--- src/rtl/synchronous_fifo.sv ---
`default_nettype none
// ============================================================================
// Module   : synchronous_fifo
// Purpose  : Generic single-clock FIFO with occupancy count and first-word
//            fall-through head.
// Ports    : clock_i, resetn_i (async active-low), clear_i (sync flush)
//            push_i/push_data_i  - write (ignored when full)
//            pop_i               - read  (ignored when empty)
//            head_o              - oldest entry
//            full_o, empty_o, count_o (0..DEPTH)
// Revision : 1.0 - initial release
// ============================================================================
module synchronous_fifo #(
  parameter int WIDTH = 8,
  parameter int DEPTH = 16
) (
  input  wire logic                       clock_i,
  input  wire logic                       resetn_i,
  input  wire logic                       clear_i,
  input  wire logic                       push_i,
  input  wire logic [WIDTH-1:0]           push_data_i,
  input  wire logic                       pop_i,
  output logic      [WIDTH-1:0]           head_o,
  output logic                            full_o,
  output logic                            empty_o,
  output logic      [$clog2(DEPTH+1)-1:0] count_o
);

  localparam int PTR_WIDTH   = $clog2(DEPTH);
  localparam int COUNT_WIDTH = $clog2(DEPTH+1);

  logic [WIDTH-1:0]       mem_q [DEPTH];
  logic [PTR_WIDTH-1:0]   wr_ptr_q;
  logic [PTR_WIDTH-1:0]   rd_ptr_q;
  logic [COUNT_WIDTH-1:0] count_q;

  logic w_push;
  logic w_pop;

  assign full_o  = (count_q == COUNT_WIDTH'(DEPTH));
  assign empty_o = (count_q == '0);
  assign count_o = count_q;
  assign head_o  = mem_q[rd_ptr_q];

  assign w_push = push_i && !full_o;
  assign w_pop  = pop_i  && !empty_o;

  // Storage needs no reset: occupancy guards every read.
  always_ff @(posedge clock_i) begin
    if (w_push) begin
      mem_q[wr_ptr_q] <= push_data_i;
    end
  end

  // Pointers are log2(DEPTH) bits and wrap naturally for power-of-two DEPTH.
  always_ff @(posedge clock_i or negedge resetn_i) begin
    if (!resetn_i) begin
      wr_ptr_q <= '0;
      rd_ptr_q <= '0;
      count_q  <= '0;
    end else if (clear_i) begin
      wr_ptr_q <= '0;
      rd_ptr_q <= '0;
      count_q  <= '0;
    end else begin
      if (w_push) begin
        wr_ptr_q <= wr_ptr_q + PTR_WIDTH'(1);
      end
      if (w_pop) begin
        rd_ptr_q <= rd_ptr_q + PTR_WIDTH'(1);
      end
      case ({w_push, w_pop})
        2'b10:   count_q <= count_q + COUNT_WIDTH'(1);
        2'b01:   count_q <= count_q - COUNT_WIDTH'(1);
        default: count_q <= count_q;
      endcase
    end
  end

endmodule : synchronous_fifo
`default_nettype wire

--- config.mk ---
export PLATFORM = sky130hd
export DESIGN_NAME = synchronous_fifo
export DESIGN_NICKNAME = d
export VERILOG_FILES = /design/src/rtl/synchronous_fifo.sv
export SDC_FILE = /design/constraint.sdc
export NUM_CORES = 1
export LEC_CHECK = 0
export CAP_MARGIN = 20
export CORE_MARGIN = 4
export CORE_UTILIZATION = 35
export CTS_CLUSTER_DIAMETER = 80
export DETAILED_ROUTE_END_ITERATION = 10
export GPL_TIMING_DRIVEN = 0
export PLACE_DENSITY = 0.51
export SLEW_MARGIN = 20
export SYNTH_ARGS = -nofsm -noshare
export SYNTH_HDL_FRONTEND = slang
export SYNTH_SLANG_ARGS = --single-unit
--- constraint.sdc ---
create_clock -name clock_i -period 2.8 [get_ports clock_i]
set_clock_uncertainty 0.15 [all_clocks]
set_input_delay 0.42 -clock clock_i [delete_from_list [all_inputs] [get_ports clock_i]]
set_output_delay 0.42 -clock clock_i [all_outputs]
set_load 0.01 [all_outputs]
==> results of run 1 <==
worst max-delay path, stage by stage, from the launching register on:
cell and delay [ns]:
dfrtp_1 0.36, buf_6 0.17, buf_12 0.11, buf_12 0.11, mux4_2 0.53, mux4_2 0.51
buf_6 0.15
Yosys cell counts, drive strengths merged:
master / instances / area, um2
a211oi: 1 / 7.510
a21boi: 1 / 11.26
a21oi: 6 / 30.03
a31oi: 1 / 6.260
and2: 1 / 6.260
and3: 1 / 6.260
buf: 6 / 38.79
clkbuf: 12 / 46.29
dfrtp: 13 / 325.3
edfxtp: 128 / 3844
ha: 7 / 87.58
inv: 5 / 18.77
mux2: 1 / 15.01
mux4: 40 / 900.9
nand2: 12 / 45.04
nand2b: 5 / 31.28
nand3: 5 / 25.02
nand4: 1 / 6.260
nor2: 24 / 90.09
nor3: 5 / 25.02
nor4: 1 / 12.51
o211a: 1 / 10.01
o211ai: 1 / 12.51
o21ai: 3 / 15.01
o21bai: 1 / 7.510
o221a: 1 / 20.02
o31ai: 1 / 7.510
o32ai: 1 / 16.27
o41ai: 1 / 8.760
or3: 1 / 6.260
or4: 1 / 11.26
xnor2: 4 / 35.03
xor2: 5 / 43.79
final timing paths:
path	end	cells after the start	startpoint
min in group clock_i	rd_ptr_q[1]	3	pop_i
hold / removal	count_o[4]	1	resetn_i
hold reg to reg	wr_ptr_q[0]	2	wr_ptr_q[0]
setup reg to reg	count_o[4]	9	count_o[1]
setup / recovery	head_o[1]	6	rd_ptr_q[0]
max in group asynchronous	rd_ptr_q[1]	1	resetn_i
power by group through the flow:
stage | combinational [mW] | sequential (mW) | clock, mW
CTS | 1.67 | 2.47 | 2.26
floorplan | 0.938 | 2.50 | 0
detailed placement | 1.48 | 2.50 | 0
global placement | 1.45 | 2.50 | 0
finish | 1.67 | 2.48 | 2.22
global route | 1.81 | 2.49 | 2.36
final cells by class:
type,instances,area (um2)
inverter,5,18.77
buffer,17,143.9
sequential,141,4172
tap,216,270.3
clock buffer,20,436.7
timing repair buffer,37,375.4
fill,1426,8889
multi-input combinational,133,1550
clock inverter,12,145.1
sequential cells by signal, summed over array words and instances (netlist names):
signal and flops:
mem_q 128, count_o 5, rd_ptr_q 4, wr_ptr_q 4
stage by stage:
step                setup TNS [ns]  setup WS (ns)  instances  area (um2)
floorplan                        0         0.3366        297        5773
global placement            -15.35        -0.5650        538        6294
detailed placement          -4.548        -0.5958        542        6344
CTS                         -1.043        -0.1556        580        7102
global route                -1.285        -0.1836        581        7112
finish                     -0.6785        -0.1189        581        7112
metal layers:
layer | part of all wire | global-route usage | wire [um]
met3 | 0.033 | 0.03590 | 388
met2 | 0.46 | 0.1968 | 5429
met5 | 0 | 0 | 0
met1 | 0.50 | 0.1990 | 5877
met4 | 0.011 | 0.05375 | 129
cells by family (layout without fill, tap and decap cells):
family          Yosys count  in the layout
mux                      41             41
fa+ha+maj                 7              7
buf+inv                  23             91
xor+xnor                  9              9
simple gates             57             57
compound gates           19             19
flops                   141            141
repair_timing:
item,in CTS,in global routing
setup buffers,6,2
cloned,1,0
resized for setup,63,5
setup endpoints to repair,9,10
==> metrics.txt, run 1 <==
largest net degree at the start of global routing=17; RSZ-0062 raised after global routing=yes; Pins Over Slew Limit=0; vias=2,839; post-synthesis adder-cell area fraction=0.01517; Worst VDD drop=0.4861 mV; Vias/cell=4.886; drt wl/cell=20.35 um; Hold Vio Cnt, Final=0; CTS Buf Count=17; Die ar.=18,610 um2; Top Ports=28; post-synthesis mux area share=0.1586; Worst-path clk slew=0.06 ns; DRC=0; warnings from Yosys=0; commonest non-fill, non-tap cells in the layout=128 x edfxtp_1, 40 x mux4_2, 24 x nor2_1; Post-CTS Hold Buffers=0; Die W=136.4 um; HP Class=in2async; H-tree Lvls=4; nets=between 300 and 400; CTS Buffer Depth=2; P&R area growth vs syn=23.19%; clock sinks=141; Hold Slack=0.2443 ns; PortBufs=25; Synth Area in Simple Gates=0.04595; Max FO, Critical Path=6; CP Class=reg2out; count of cell types in the netlist=36; CTS tree=yes; core area=16,000 um2; part of the cycle the worst path needs=1.042; minimum clock period=2.919 ns; r2r setup slk=0.18 ns; Sw Share=0.2633; Internal=4.689 mW; Iter 0 DRT Violations=about 190; Starting Density=0.3608; layout cells sized above 1=0.3068; post-DP HPWL=7839 um; initial antenna violation count=0; sequential-to-total area share from yosys stat=0.7221; post-synthesis register bit count=between 100 and 150; Slew headroom=0.3881; Worst Max-Slew Pin Slew=just over 0.9 ns; max-cap violation count=0; CP Launch Type=flop; syn avg cell area=19.44 um2; GRT overflow=0; Worst EP required=about 2.2 ns; Worst Setup End Kind=output port; RD Place Congestion=0.7233; first-pass GRT wire length=around 18,000 um; main combinational cell family by area after synthesis=multiplexers; Flop pwr share=0.389; failing checks=negative setup slack; status=finished, violations left; row cnt=between 40 and 50; final WL=11,830 um; commonest non-fill, non-tap cell in the layout=edfxtp_1; ANT cells=0; Detail Route Antenna Nets=0; drt pass-1 iters=4; Clock power frac=0.349; final setup vio count=8; clock latency on the worst-skew pair=0.41 ns; Psw=1.676 mW; xor/xnor share of the synthesized area=0.01365; Cells after Synth=297; Synthesized Nets=317; leak pwr=2.347 nW; Comb power frac=0.262; Tot Pwr=6.365 mW; GRT Util Overall=0.1368; Max Clock Freq=between 300 and 400 MHz; vias in the first global route=2,905; Setup WS post-layout=-0.1189 ns; Pwr per Cell Area=895.0 nW/um2; Compound-Gate Fraction of Synth Area=0.02644; die height=136.4 um; Final Util=0.4445; Clock Tree Root=clkbuf_16; Mapped Area=5773 um2; CP arrival=2.35 ns
Note: power is estimated with default switching activity, not from simulation.
==> inputs of run 2 (changes only) <==
Settings changed: CTS_CLUSTER_SIZE set to 28, GPL_TIMING_DRIVEN 0 to unset.
==> metrics.txt, run 2 (synthesis results as in run 1) <==
status=finished, violations left; failing checks=negative setup slack; Slew headroom=0.5137; die height=136.4 um; drt pass-1 iters=4; clock latency on the worst-skew pair=0.41 ns; Worst Setup End Kind=output port; minimum clock period=2.838 ns; Detail Route Antenna Nets=0; vias in the first global route=3,065; Fillers=1,437; first-pass GRT wire length=18,420 um; RSZ-0062 raised after global routing=yes; Worst path depth=5; leak pwr=2.456 nW; initial antenna violation count=0; PortBufs=27; Slowest-stage cell, CP=mux4_2; CP Class=reg2out; RD Place Congestion=0.6921; r2r setup slk=0.20 ns; commonest non-fill, non-tap cells in the layout=128 x edfxtp_1, 40 x mux4_2, 30 x buf_4; final WL=11,790 um; worst r2r src=count_o[1]; Reg2Reg Depth=8; Hold Vio Cnt, Final=0; DRC=0; H-tree Lvls=4; Top Ports=28; Crit path max-delay family=multiplexers; Clock Tree Root=clkbuf_16; commonest non-fill, non-tap cell in the layout=edfxtp_1; largest register by flop count=mem_q; Worst EP required=2.23 ns; post-DP HPWL=7681 um; part of the cycle the worst path needs=1.013; Iter 0 DRT Violations=170; ANT cells=0; GRT overflow=0; clock sinks=141; worst-path cell chain=buf_4 -> buf_12 -> mux4_2 -> mux4_2 -> buf_2; Die W=136.4 um; CTS Buffer Depth=2; Max FO, Critical Path=4; origin of the worst setup path=rd_ptr_q[0]; Worst Max-Slew Pin Slew=0.7272 ns; HP Class=in2async; GRT Util Overall=0.1394; Worst-path clk slew=0.06 ns; WP buf/inv=3; Die ar.=18,610 um2; Pwr per Cell Area=just under 900 nW/um2; P&R area growth vs syn=25.94%; max-cap violation count=0; drt wl/cell=between 15 and 20 um; pre-CTS setup slack=0.02779 ns; CTS tree=yes; core area=16,000 um2; cell mode on critical path=mux4_2; row cnt=46; Worst VDD drop=0.4587 mV; Setup TNS=-0.1475 ns; layout cells sized above 1=0.3325; CP arrival=2.27 ns; largest net degree at the start of global routing=36; Max Clock Freq=352.4 MHz; end point of the critical path=head_o[1]; reg2reg end=count_o[4]; Pins Over Slew Limit=0; CTS Buf Count=17; Starting Density=0.3608; final setup vio count=7; Setup WS post-layout=-0.03763 ns; number of flip-flops in the largest register=128; Post-CTS Hold Buffers=0; nets=386; CP Launch Type=flop; vias=about 2,900; CP max stage delay=0.55 ns; Vias/cell=4.872
## run 2: cell types whose count changed in the layout (fill, tap and decap cells not counted), moves of 2 or more
cell | before | now
buf_6 | 10 | 8
inv_6 | 1 | 3
nor3_2 | 4 | 0
clkbuf_1 | 10 | 0
clkdlybuf4s50_1 | 17 | 19
buf_16 | 0 | 2
buf_2 | 0 | 2
buf_4 | 11 | 30
nor3_1 | 1 | 5
clkbuf_4 | 3 | 0
## run 2: how the worst min path moves through the flow
stage,startpoint,to,slack (ns),cells after the start
CTS,resetn_i,count_o[3],0.31,1
detailed placement,wr_ptr_q[0],wr_ptr_q[0],0.48,2
floorplan,resetn_i,count_o[0],-0.03,0
global placement,wr_ptr_q[0],wr_ptr_q[0],0.47,2
global route,resetn_i,rd_ptr_q[2],0.34,1
finish,resetn_i,rd_ptr_q[2],0.29,1
## run 2: area by class of cell
cell class,count,area [um2],share of cell area
clock buffers,17,425.4,0.05851
clock inverters,15,170.2,0.02340
inverters,5,18.77,0.002581
multi-input cells,133,1500,0.2063
flip-flops and latches,141,4170,0.5736
well taps,216,270.3,0.03717
repair buffers,68,715.7,0.09843
## run 2: layer usage
| metal | vias to the layer above | share of wire | GRT usage |
|---|---|---|---|
| li1 | 1336 | - | - |
| met1 | 1509 | 0.49 | 0.1937 |
| met2 | 36 | 0.47 | 0.2102 |
| met3 | 18 | 0.023 | 0.03627 |
| met4 | 0 | 0.017 | 0.05543 |
| met5 | - | 0 | 0 |
## run 2: what timing repair did
action                     in CTS  in global routing
setup buffers                   5                  1
gates resized for setup        41                  1
setup endpoints to repair       8                  8
cloned                          2                  1
## run 2: power by group
group	total, mW	switching, mW	internal (mW)
Sequential	2.50	0.0925	2.40
Clock	2.24	0.843	1.40
Combinational	1.64	0.707	0.930
Total	6.37	1.64	4.73
## run 2: through the flow
step                power [mW]  cell area (um2)  hold WS, ns  utilization  instances
floorplan                3.443             5773     -0.02559            -        297
global placement         4.038             6533       0.4679       0.4083        554
detailed placement       4.049             6533       0.4782       0.4083        554
CTS                      6.424             7234       0.3053       0.4521        593
global route             6.665             7271       0.3422       0.4544        595
finish                   6.373             7271       0.2887       0.4544        595
